File: config.mk
export PLATFORM = sky130hd
export DESIGN_NAME = entrada_jogadores
export DESIGN_NICKNAME = d
export VERILOG_FILES = /design/src/rtl/entrada_jogadores.sv
export SDC_FILE = /design/constraint.sdc
export NUM_CORES = 1
export LEC_CHECK = 0
export ABC_CLOCK_PERIOD_IN_PS = 5400
export CAP_MARGIN = 20
export CORE_UTILIZATION = 60
export DETAILED_ROUTE_END_ITERATION = 16
export GPL_TIMING_DRIVEN = 0
export PLACE_DENSITY = 0.78
export SYNTH_ARGS = -nofsm -noshare
export SYNTH_HDL_FRONTEND = slang
export SYNTH_SLANG_ARGS = --single-unit
File: constraint.sdc
create_clock -name CLOCK_50 -period 5.4 [get_ports CLOCK_50]
set_input_delay 0.54 -clock CLOCK_50 [delete_from_list [all_inputs] [get_ports CLOCK_50]]
set_output_delay 0.54 -clock CLOCK_50 [all_outputs]
set_load 0.01 [all_outputs]
File: src/rtl/entrada_jogadores.sv
// Player input conditioner: synchronises and debounces the four active-low buttons and turns
// each debounced press into at most one pending quarter-turn per player, applied on 'tick'.
`timescale 1ns/1ps
module entrada_jogadores #(
    parameter int unsigned DEBOUNCE_CYCLES = 500000,
    parameter int unsigned CNT_W           = 20
) (
    input  logic       CLOCK_50,
    input  logic       reset,
    input  logic [3:0] KEY,
    input  logic       tick,
    input  logic       habilita,
    output logic [1:0] sentido_j1,
    output logic [1:0] sentido_j2,
    output logic [1:0] giro_pendente,
    output logic [3:0] tecla_pulso
);

    localparam logic [CNT_W-1:0] CNT_LAST = CNT_W'(DEBOUNCE_CYCLES - 1);

    typedef enum logic [1:0] {
        IDLE    = 2'd0,
        PEND_AH = 2'd1,
        PEND_H  = 2'd2
    } estado_t;

    logic [3:0]       key_s1;
    logic [3:0]       key_s2;
    logic [3:0]       estavel;
    logic [CNT_W-1:0] cnt [4];

    estado_t    estado_j1, estado_j2;
    estado_t    prox_j1, prox_j2;
    logic [1:0] prox_sent_j1, prox_sent_j2;

    // Synchroniser, per-bit debounce and press pulse (issued together with the 1->0 update)
    always_ff @(posedge CLOCK_50) begin
        if (reset) begin
            key_s1      <= 4'hF;
            key_s2      <= 4'hF;
            estavel     <= 4'hF;
            tecla_pulso <= 4'h0;
            for (int i = 0; i < 4; i++) cnt[i] <= '0;
        end else begin
            key_s1      <= KEY;
            key_s2      <= key_s1;
            tecla_pulso <= 4'h0;
            for (int i = 0; i < 4; i++) begin
                if (key_s2[i] == estavel[i]) begin
                    cnt[i] <= '0;
                end else if (cnt[i] == CNT_LAST) begin
                    estavel[i]     <= key_s2[i];
                    cnt[i]         <= '0;
                    tecla_pulso[i] <= estavel[i];
                end else begin
                    cnt[i] <= cnt[i] + CNT_W'(1);
                end
            end
        end
    end

    // A request is accepted only when exactly one direction was pressed
    function automatic estado_t pedido(input logic ah, input logic h);
        estado_t r;
        r = IDLE;
        if (ah && !h) r = PEND_AH;
        else if (h && !ah) r = PEND_H;
        return r;
    endfunction

    function automatic logic [1:0] girar(input estado_t e, input logic [1:0] s);
        logic [1:0] r;
        case (e)
            PEND_AH: r = s - 2'd1;
            PEND_H:  r = s + 2'd1;
            default: r = s;
        endcase
        return r;
    endfunction

    // Next state: apply pending turn on tick, latch a new request when free or on tick
    always_comb begin
        prox_j1      = estado_j1;
        prox_j2      = estado_j2;
        prox_sent_j1 = sentido_j1;
        prox_sent_j2 = sentido_j2;
        if (!habilita) begin
            prox_j1 = IDLE;
            prox_j2 = IDLE;
        end else begin
            if (tick) begin
                prox_sent_j1 = girar(estado_j1, sentido_j1);
                prox_sent_j2 = girar(estado_j2, sentido_j2);
            end
            if (tick || estado_j1 == IDLE) prox_j1 = pedido(tecla_pulso[3], tecla_pulso[2]);
            if (tick || estado_j2 == IDLE) prox_j2 = pedido(tecla_pulso[1], tecla_pulso[0]);
        end
    end

    always_ff @(posedge CLOCK_50) begin
        if (reset) begin
            estado_j1     <= IDLE;
            estado_j2     <= IDLE;
            sentido_j1    <= 2'd0;
            sentido_j2    <= 2'd2;
            giro_pendente <= 2'b00;
        end else begin
            estado_j1     <= prox_j1;
            estado_j2     <= prox_j2;
            sentido_j1    <= prox_sent_j1;
            sentido_j2    <= prox_sent_j2;
            giro_pendente <= {prox_j1 != IDLE, prox_j2 != IDLE};
        end
    end

endmodule
== Word level (Yosys, flattened, before mapping) ==
Memories as Yosys holds them, arrays and structs flattened.
Cells that the tools add are included.
Widths: inputs -> output; s select.
Storage, ports and cells
  bits in registers: 26
  memory bits (writable): 80
  bits of input ports: 8
  memories: 1
Memory list
  cnt: words 4, bits a word 20, rd ports 4, clocked after memory_dff 0, wr ports 4, RTL line 30  | logic [CNT_W-1:0] cnt [4];
Cells by class
  add/sub/neg operators: 8
  equal/unequal tests: 12
  mux-type cells: 68
  bitwise gates (word level): 20
  reduce and logical (&&, ||, !) cells: 26
Operators with widths (number)
  $mux 20: 12
  $add 20x1->20 const B: 4
  $eq 20x19->1 const B: 4
  $mux 1: 46
  $mux 2: 8
  $or 1x1->1: 12
  $reduce_or 3->1: 4
  $not 1->1: 8
  $pmux 2 s2: 2
  $reduce_and 2->1: 4
  $reduce_bool 2->1: 4
  $reduce_and 3->1: 2
  $add 2x1->2 const B: 2
  $eq 1x1->1: 4
  $eq 2x1->1 const B: 2
  $eq 2x2->1 const B: 2
  $logic_and 1x1->1: 4
  $logic_not 1->1: 4
  $logic_not 2->1: 2
  $sub 2x1->2 const B: 2
  $logic_or 1x1->1: 2

== Depth between registers and ports, before layout ==
Gate-level depths: netlist of the first run.
  depth in word-level cells: 7
  mapped depth: 6
  depth with buffers taken out: 6

== Worst setup path after synthesis of the first run ==
No wires, ideal clock.
  path type: reg-to-reg
  start: mem cnt[1][0]
  end: mem cnt[1][10], data pin
  library setup time: 0.266 ns
  data arrival time: 1.687 ns
  setup slack: 3.447 ns
  stages on the path, launching flop included: 7
  path buffers: 1
  period minus slack after synthesis: 1.953 ns
  path through: edfxtp_1 -> ha_1 -> nand4_2 -> or2_2 -> o21bai_2 -> clkbuf_1 -> nor2_1
RTL lines (RTL line)
  start, declared: 30

==> results of run 1 <==
==> report_power, final <==
group	switching, µW	internal, µW	total [µW]
Clock	263	258	521
Combinational	39.9	29.6	69.5
Sequential	33.7	903	937
Total	336	1190	1530
==> sequential cells by signal, indices dropped and copies added (netlist names), 4 cells and up <==
register     count
cnt             80
estavel          4
key_s1           4
key_s2           4
tecla_pulso      4
==> final timing paths <==
kind | start | endpoint | cells past startpoint
min | key_s1[3] | key_s2[3] | 1
max reg2reg | cnt[2][12] | cnt[2][9] | 5
max | cnt[2][12] | cnt[2][9] | 5
min reg2reg | key_s1[3] | key_s2[3] | 1
==> layout make-up <==
class / instances / area [µm²]
well taps: 108 / 135
clock inverters: 6 / 81.3
inverters: 20 / 75.1
flip-flops and latches: 106 / 2920
repair buffers: 17 / 170
fillers: 685 / 2510
plain buffers: 10 / 40.0
multi-input cells: 458 / 2660
clock buffers: 10 / 128
==> through the flow <==
| stage | setup slack, ns | std cells | utilization |
|---|---|---|---|
| 2_1_floorplan | 3.45 | 594 | - |
| 3_3_place_gp | 2.85 | 719 | 0.688 |
| 3_5_place_dp | 2.78 | 719 | 0.688 |
| 4_1_cts | 2.96 | 735 | 0.712 |
| 5_1_grt | 2.74 | 735 | 0.712 |
| 6_report | 2.97 | 735 | 0.712 |
==> synthesized netlist by cell type, drive strengths merged, types with 3 or more instances <==
cell	n	share of area
o31ai	5	0.0070
edfxtp	80	0.45
a21oi	18	0.017
or3b	5	0.0081
mux2i	5	0.0093
nor4	16	0.019
nor4b	9	0.015
nor3	16	0.015
nand2	21	0.015
nor2	94	0.065
xor2	22	0.036
or3	9	0.010
or2	13	0.015
and3	7	0.0081
or4	9	0.015
clkbuf	9	0.0065
nand3	29	0.027
ha	8	0.019
inv	20	0.014
xnor2	45	0.073
o21ai	10	0.0093
dfxtp	26	0.096
nand4	26	0.038
nand2b	3	0.0035
==> worst max-delay path, stage by stage, from the launching register on <==
cell	delay (ns)
edfxtp_1	0.50
nor4b_1	0.34
nand4b_1	0.17
o21bai_1	0.57
clkbuf_1	0.47
nor2_1	0.11
==> kinds of logic (layout without fill, tap and decap cells) <==
| logic type | after synthesis | count (layout) | share of synthesized area |
|---|---|---|---|
| AND/OR/NAND/NOR | 262 | 262 | 0.262 |
| AO/OA/AOI/OAI | 36 | 36 | 0.0380 |
| multiplexers | 5 | 5 | 0.00927 |
| XOR/XNOR | 67 | 67 | 0.109 |
| adder cells (fa/ha/maj) | 8 | 8 | 0.0185 |
| buffers and inverters | 30 | 63 | 0.0213 |
| flip-flops | 106 | 106 | 0.541 |
| other | 1 | 80 | 0.000695 |
==> routing by layer <==
| metal | track usage | part of all wire | vias up |
|---|---|---|---|
| met5 | 0 | 0 | - |
| met2 | 0.349 | 0.47 | 80 |
| li1 | - | - | 1996 |
| met3 | 0.0332 | 0.036 | 14 |
| met4 | 0.0964 | 0.020 | 0 |
| met1 | 0.290 | 0.47 | 1816 |
==> summary.md, run 1 <==
| Metric | Value |
|---|---|
| Status | completed |
| Commonest non-fill, non-tap cells in the layout | nor2_1, edfxtp_1, conb_1 |
| TritonCTS clock tree | done |
| DIE WIDTH | 96.8 µm |
| DRC | 0 |
| Max Cap Viol | 0 |
| Fin crit share | 0.449 |
| EDFF count, synth | 80 |
| Netlist Area Pre-Place | 5400 µm² |
| H-tree levels | 3 |
| Ys async rst share | 0 |
| Post-synthesis sequential area ratio | 0.541 |
| Final setup fails | 0 |
| Tot Pwr | approximately 1500 µW |
| Worst-Margin Slew | 0.677 ns |
| Cells after synthesis | about 520 |
| # nets final | 638 |
| Synth unique cells | 37 |
| Post-route ant nets | 0 |
| GRT Util Overall | 0.216 |
| Worst skew pair latency | about 0.37 ns |
| Share of layout cells above drive strength 1 | 0.0686 |
| Clk pin slew, worst setup/hold paths | 0.10 ns |
| Pin count of the biggest net entering global routing | 17 |
| Placer congestion estimate | roughly 0.85 |
| First-pass GRT wire length | 16400 µm |
| Skew final | 0.00966 ns |
| Vias per cell | 5.31 |
| Via count | about 3900 |
| Root buffer cell | clkbuf_8 |
| GRT overflow | 0 |
| Critical path arrival | 2.54 ns |
| DRT Pass-1 Iters | 4 |
| Seq cells post-synth | 106 |
| Commonest non-fill, non-tap cell in the layout | nor2_1 |
| CTS buffer count | 9 |
| Synthesized area per cell | 10.5 µm² |
| Port Buf Inserts | 17 |
| Routed WL | just under 10000 µm |
| Worst Path Required | 5.51 ns |
| Hold Vio Cnt, Final | 0 |
| Yosys warns | 0 |
| FMAX | 412 MHz |
| VDD IR max | 0.153 mV |
| RSZ-0062 raised after global routing | no |
| DR iter-0 viols | 139 |
| Worst hold slack | 0.415 ns |
| Ys flop type | edfxtp_1 |
| Power Density | 246 nW/µm² |
| Synth-to-Final Area Change | 15.0% |
| Initial antenna violation count | 0 |
| Worst hold path class | flop to flop |
| Detailed placer's ending HPWL | 7170 µm |
| Post-CTS Hold Buffers | 0 |
| CP startpoint kind | flop |
| Initial core utilization | 0.619 |
| Slew Viols, Final | 0 |
| Clock sinks | 106 |
| WS Path Type | flop to flop |
| Minimum clock period after layout | 2.43 ns |
| Static Leak | 0.00209 µW |
| Clock Tree Buf Depth | 2 |
| Die Y | between 90 and 100 µm |
| Post-route setup TNS | 0 ns |
| Setup Fix Bufs, Post-CTS | 0 |
| Ant. Diodes | 0 |
| Routed length per placed instance | 13.2 µm |
| Ports | 18 |
| Post-route cell area | around 6200 µm² |
| Core Region | 8720 µm² |
| Setup slack, reg-to-reg | 2.97 ns |
| Vias in the first global route | 3679 |
| Crit end category | flop |
| Die area | approximately 9400 µm² |
| Worst-path maximum fanout | 10 |
| Site Rows | 34 |
| Rel. slew slack | 0.548 |
| Gates resized, CTS repair | 0 |
| Dpl cell area | between 5000 and 6000 µm² |
Power figures use the tool's default switching activity.
==> run 2: changes to the inputs <==
--- a/config.mk
+++ b/config.mk
@@ -5,7 +5,7 @@
 export SDC_FILE = /design/constraint.sdc
 export NUM_CORES = 1
 export LEC_CHECK = 0
-export ABC_CLOCK_PERIOD_IN_PS = 5400
+export ABC_CLOCK_PERIOD_IN_PS = 2450
 export CAP_MARGIN = 20
 export CORE_UTILIZATION = 60
 export DETAILED_ROUTE_END_ITERATION = 16
==> constraint.sdc (replaced) <==
create_clock -name CLOCK_50 -period 2.45 [get_ports CLOCK_50]
set_input_delay 0.245 -clock CLOCK_50 [delete_from_list [all_inputs] [get_ports CLOCK_50]]
set_output_delay 0.245 -clock CLOCK_50 [all_outputs]
set_load 0.01 [all_outputs]
==> run 2 against run 1 <==
Net effect:
- routed wire length is 0.12% higher
- first-iteration DRC count shrank 0.72%
- hold slack is essentially flat
- via count down 0.59%
- die area unchanged
- clock power increased by 120%
- clock skew shrank 0.0019 ns
- register-to-register slack got worse by 2.8 ns
- cell count stayed put
- worst setup slack got worse by 2.8 ns
- cell area barely moved
- maximum frequency up 8.6%
- highest routed layer unchanged
==> summary.md, run 2 (synthesis gave the netlist of run 1 again) <==
| Metric | Value |
|---|---|
| Status | completed |
| Met3 usage | 0.0332 (unchanged) |
| Setup Fix Bufs, Post-CTS | 0 (unchanged) |
| Routed length per placed instance | 13.2 µm (+0.12%) |
| Ports | 18 (unchanged) |
| DR iter-0 viols | 138 (-0.72%) |
| Site Rows | 34 (unchanged) |
| FMAX | 448 MHz (+8.6%) |
| Slew Viols, Final | 0 (unchanged) |
| Max Cap Viol | 0 (unchanged) |
| Die area | 9380 µm² (unchanged) |
| Flop pwr share | 0.614 (about the same) |
| CP startpoint kind | flop |
| Minimum clock period after layout | 2.23 ns (-0.192 ns) |
| Share of layout cells above drive strength 1 | 0.0718 (+0.00319) |
| Post-CTS Hold Buffers | 0 (unchanged) |
| Critical path's slowest cell | or4_4 |
| Gates resized, CTS repair | 0 (unchanged) |
| Synth-to-Final Area Change | 15.1% (about the same) |
| Port Buf Inserts | 17 (unchanged) |
| RSZ-0062 raised after global routing | no |
| Vias per cell | 5.28 (-0.59%) |
| DIE WIDTH | 96.8 µm (unchanged) |
| # nets final | 638 (unchanged) |
| Worst hold slack | 0.415 ns (-0.00000100 ns) |
| Dpl cell area | 6000 µm² (unchanged) |
| VDD IR max | 0.337 mV (+120%) |
| Routed WL | 9740 µm (+0.12%) |
| DRT Pass-1 Iters | 5 (+1) |
| Clock sinks | 106 (unchanged) |
| Root buffer cell | clkbuf_8 |
| Critical path arrival | 2.45 ns (-0.09 ns) |
| GRT Util Overall | 0.216 (unchanged) |
| Detailed placer's ending HPWL | 7170 µm (unchanged) |
| GRT overflow | 0 (unchanged) |
| Combinational Power Share | 0.046 (about the same) |
| Commonest non-fill, non-tap cells in the layout | nor2_1, edfxtp_1, conb_1 |
| Hold Vio Cnt, Final | 0 (unchanged) |
| Ant. Diodes | 0 (unchanged) |
| Post-route ant nets | 0 (unchanged) |
| Clock Tree Buf Depth | 2 (unchanged) |
| Worst Path Required | 2.67 ns (-2.84 ns) |
| H-tree levels | 3 (unchanged) |
| Net Sw Frac | 0.220 (-0.000511) |
| Worst-Margin Slew | 0.556 ns (-0.121 ns) |
| Met1 usage | 0.290 (unchanged) |
| CP cell instances | ha_1 > nand4_2 > or4_4 > or4_1 > a21oi_1 |
| Pin count of the biggest net entering global routing | 17 (unchanged) |
| Rel. slew slack | 0.626 (+0.0781) |
| Die Y | 96.8 µm (unchanged) |
| CP max stage delay | 0.58 ns (about the same) |
| Register name with the most flops | cnt |
| CTS buffer count | 9 (unchanged) |
| Final setup fails | 0 (unchanged) |
| Dpl cells | 719 (unchanged) |
| Crit end category | flop |
| Worst skew pair latency | 0.37 ns (about the same) |
| Worst-path maximum fanout | 5 (-5) |
| Via count | 3883 (-0.59%) |
| Initial antenna violation count | 0 (unchanged) |
| Clk pin slew, worst setup/hold paths | 0.09 ns (about the same) |
| First-pass GRT wire length | 16400 µm (unchanged) |
| Fin crit share | 0.912 (+0.463) |
| Core Region | 8720 µm² (unchanged) |
| WS Path Type | flop to flop |
| Non-filler cells, final | 735 (unchanged) |
| Static Leak | 0.00209 µW (+0.16%) |
| Int Pwr | 2630 µW (+120%) |
| Post-route cell area | 6210 µm² (about the same) |
| Max reg flops | 80 (unchanged) |
| Placer congestion estimate | 0.846 (unchanged) |
| Skew final | 0.00779 ns (-0.00187 ns) |
| Layer with the highest usage | met2 |
| Worst hold path class | flop to flop |
| TritonCTS clock tree | done |
| DRC | 0 (unchanged) |
| Post-route setup TNS | 0 ns (unchanged) |
| Vias in the first global route | 3679 (unchanged) |
| Commonest non-fill, non-tap cell in the layout | nor2_1 |
| Power Density | 542 nW/µm² (+120%) |
| Sw Pwr | 739 µW (+120%) |
| Met2 usage | 0.349 (unchanged) |
| Clock network fraction of total power | 0.341 (about the same) |
| Initial core utilization | 0.619 (unchanged) |
==> run 2: final timing paths <==
kind                            startpoint  slack (ns)    endpoint  depth (start not counted)
worst min register to register   key_s1[3]        0.42   key_s2[3]                          1
worst max-delay path             cnt[1][0]        0.22  cnt[1][18]                          5
worst max register to register   cnt[1][0]        0.22  cnt[1][18]                          5
worst min-delay path             key_s1[3]        0.42   key_s2[3]                          1
==> run 2: metrics by stage <==
stage | power (µW) | util | setup slack [ns]
after CTS | 3390 | 0.712 | 0.00927
after global placement | 2250 | 0.688 | 0.110
after floorplan | 2200 | - | 0.497
final | 3370 | 0.712 | 0.216
after global routing | 3490 | 0.712 | 0.0116
after detailed placement | 2250 | 0.688 | 0.0291
==> run 2: layer usage <==
| metal | vias up | wire [µm] |
|---|---|---|
| met5 | - | 0 |
| met4 | 0 | 193 |
| met3 | 13 | 299 |
| met2 | 70 | 4600 |
| met1 | 1805 | 4650 |
| li1 | 1995 | - |
==> run 2: worst max-delay path: cells and delay by family (launching register included) <==
kind / cells / cell delay (ns)
compound gates: 1 / 0.18
flops: 1 / 0.46
fa+ha+maj: 1 / 0.28
simple gates: 3 / 1.18
==> run 2: layout make-up <==
class	count	area (µm²)
clock inverter	6	81.3
buffer	10	41.3
tap	108	135
clock buffer	10	128
sequential	106	2920
fill	688	2510
inverter	20	75.1
multi-input combinational	458	2660
timing repair buffer	17	170
==> run 2: power groups by stage <==
stage / Sequential (µW) / Combinational [µW] / Clock [µW]
final: 2070 / 153 / 1150
after global routing: 2080 / 173 / 1240
after detailed placement: 2110 / 147 / 0
after CTS: 2060 / 149 / 1170
after floorplan: 2090 / 115 / 0
after global placement: 2100 / 144 / 0
==> run 3: changes to the inputs <==
--- a/config.mk
+++ b/config.mk
@@ -11,6 +11,7 @@
 export DETAILED_ROUTE_END_ITERATION = 16
 export GPL_TIMING_DRIVEN = 0
 export PLACE_DENSITY = 0.78
+export SETUP_SLACK_MARGIN = 0.2
 export SYNTH_ARGS = -nofsm -noshare
 export SYNTH_HDL_FRONTEND = slang
 export SYNTH_SLANG_ARGS = --single-unit
==> run 3 against run 2 <==
Net effect:
- global-route usage hardly changed
- largest power group unchanged
- sequential cell count stayed put
- die area unchanged
- largest cell class unchanged
- count of clock-buffer cells in the layout is the same
==> summary.md, run 3 (synthesis gave the netlist of run 1 again) <==
| Metric | Value |
|---|---|
| CTS buffer count | 9 (unchanged) |
| Max Cap Viol | 0 (unchanged) |
| Worst Path Required | 2.66 ns (about the same) |
| Routed length per placed instance | 13.2 µm (-0.12%) |
| Final worst slack | 0.336 ns (+0.120 ns) |
| Flop pwr share | 0.613 (about the same) |
| CP max stage delay | 0.58 ns (about the same) |
| Reg2Reg Launch Point | cnt[1][0] |
| Max reg flops | 80 (unchanged) |
| Clock network fraction of total power | 0.340 (about the same) |
| FMAX | 473 MHz (+5.7%) |
| Worst hold slack | 0.415 ns (-0.0000220 ns) |
| First-pass GRT wire length | 16400 µm (+0.13%) |
| Worst-path maximum fanout | 5 (unchanged) |
| Clk pin slew, worst setup/hold paths | 0.09 ns (about the same) |
| Post-route cell area | 6260 µm² (+0.70%) |
| Static Leak | 0.00211 µW (+0.84%) |
| Hold EP | key_s2[3] |
| GRT overflow | 0 (unchanged) |
| CP startpoint kind | flop |
| DRC | 0 (unchanged) |
| Port Buf Inserts | 17 (unchanged) |
| Synth-to-Final Area Change | 15.9% |
| Site Rows | 34 (unchanged) |
| Register name with the most flops | cnt |
| Sw Pwr | 737 µW (-0.27%) |
| Pin count of the biggest net entering global routing | 17 (unchanged) |
| Worst skew pair latency | 0.37 ns (about the same) |
| CP delay by family, top | simple AND/OR/NAND/NOR gates |
| VDD IR max | 0.335 mV (-0.75%) |
| Final setup fails | 0 (unchanged) |
| Critical path's slowest cell | or4_4 |
| Hold Vio Cnt, Final | 0 (unchanged) |
| Detailed placer's ending HPWL | 7170 µm (unchanged) |
| Post-route setup TNS | 0 ns (unchanged) |
| Share of layout cells above drive strength 1 | 0.0841 (+0.0124) |
| Fillcell total | 683 (-0.73%) |
| Setup slack, reg-to-reg | 0.34 ns (+0.12 ns) |
| Post-route ant nets | 0 (unchanged) |
| Placer congestion estimate | 0.846 (unchanged) |
| GRT Util Overall | 0.217 (+0.000315) |
| Net Sw Frac | 0.219 (-0.000641) |
| Fin crit share | 0.863 (-0.0491) |
| Vias in the first global route | 3677 (-0.054%) |
| WS Path Type | flop to flop |
| Post-CTS Hold Buffers | 0 (unchanged) |
| Slew Viols, Final | 0 (unchanged) |
| Initial antenna violation count | 0 (unchanged) |
| DR iter-0 viols | 165 (+20%) |
| DIE WIDTH | 96.8 µm (unchanged) |
| CP cell instances | ha_2 > nand4_2 > or4_4 > or4_1 > a21oi_1 |
| Root buffer cell | clkbuf_8 |
| Critical path arrival | 2.33 ns (-0.12 ns) |
| Worst hold path class | flop to flop |
| TritonCTS clock tree | done |
| Worst path bufs/invs | 0 (unchanged) |
| RSZ-0062 raised after global routing | yes |
| H-tree levels | 3 (unchanged) |
| Power Density | 538 nW/µm² (-0.67%) |
| Minimum clock period after layout | 2.11 ns (-0.120 ns) |
| # nets final | 641 (+0.47%) |
| Routed WL | 9770 µm (+0.29%) |
| Int Pwr | 2630 µW (+0.11%) |
| Clock sinks | 106 (unchanged) |
| Pre-CTS setup slack | 0.0291 ns (unchanged) |
| Reg2reg path depth | 5 (unchanged) |
| Initial core utilization | 0.619 (unchanged) |
| Die area | 9380 µm² (unchanged) |
| Crit end category | flop |
| R2R Path End | cnt[1][18] |
| Ant. Diodes | 0 (unchanged) |
| Ports | 18 (unchanged) |
| Vias per cell | 5.29 (about the same) |
| Via count | 3902 (+0.49%) |
| Core Region | 8720 µm² (unchanged) |
| Skew final | 0.00969 ns (+0.00189 ns) |
| DRT Pass-1 Iters | 4 (-1) |
| Clock Tree Buf Depth | 2 (unchanged) |
| Commonest non-fill, non-tap cells in the layout | nor2_1, edfxtp_1, conb_1 |
| Combinational Power Share | 0.047 (about the same) |
| Final Util | 0.718 (+0.00502) |
| Commonest non-fill, non-tap cell in the layout | nor2_1 |
| Die Y | 96.8 µm (unchanged) |
| WHS Path Cells | 1 (unchanged) |
| Dpl cell area | 6000 µm² (unchanged) |
| Hold_sp | key_s1[3] |
| Status | completed |
## run 3: final cells by class
type                       count  area [µm²]  share of cell area
multi-input combinational    458        2680               0.428
inverter                      20        75.1              0.0120
clock inverter                 6        81.3              0.0130
tap                          108         135              0.0216
timing repair buffer          20         193              0.0308
buffer                        10        43.8             0.00700
clock buffer                  10         128              0.0204
sequential                   106        2920               0.467
## run 3: metal layers
metal | wire length, µm | vias up | track usage | part of all wire
met2 | 4680 | 78 | 0.349 | 0.48
met4 | 178 | 0 | 0.0964 | 0.018
met5 | 0 | - | 0 | 0
met1 | 4620 | 1810 | 0.291 | 0.47
met3 | 290 | 13 | 0.0332 | 0.030
li1 | - | 2001 | - | -
## run 3: worst max path at each step
stage | start | endpoint | slack (ns) | depth (start not counted)
global placement | cnt[2][12] | cnt[2][16] | 0.11 | 5
global route | cnt[2][12] | cnt[2][9] | 0.20 | 5
finish | cnt[1][0] | cnt[1][18] | 0.34 | 5
floorplan | cnt[1][0] | cnt[1][10] | 0.50 | 6
CTS | cnt[2][12] | cnt[2][9] | 0.21 | 5
detailed placement | cnt[2][12] | cnt[2][0] | 0.03 | 5
## run 3: power by group through the flow
stage,logic [µW],clock network (µW),registers [µW]
after floorplan,115,0,2090
after global placement,144,0,2100
after detailed placement,147,0,2110
after CTS,151,1170,2060
after global routing,178,1240,2080
final,158,1140,2060
## run 3: repair_timing
action | in CTS | in global routing
resized for setup | 2 | 8
setup endpoints to repair | 21 | 24
buffers inserted | 1 | 2
cloned | 0 | 0
pin swaps | 0 | 1
## run 3: per-stage QoR
step,std cells,power [µW]
final,738,3370
after global routing,738,3490
after CTS,736,3390
after detailed placement,719,2250
after global placement,719,2250
after floorplan,594,2200
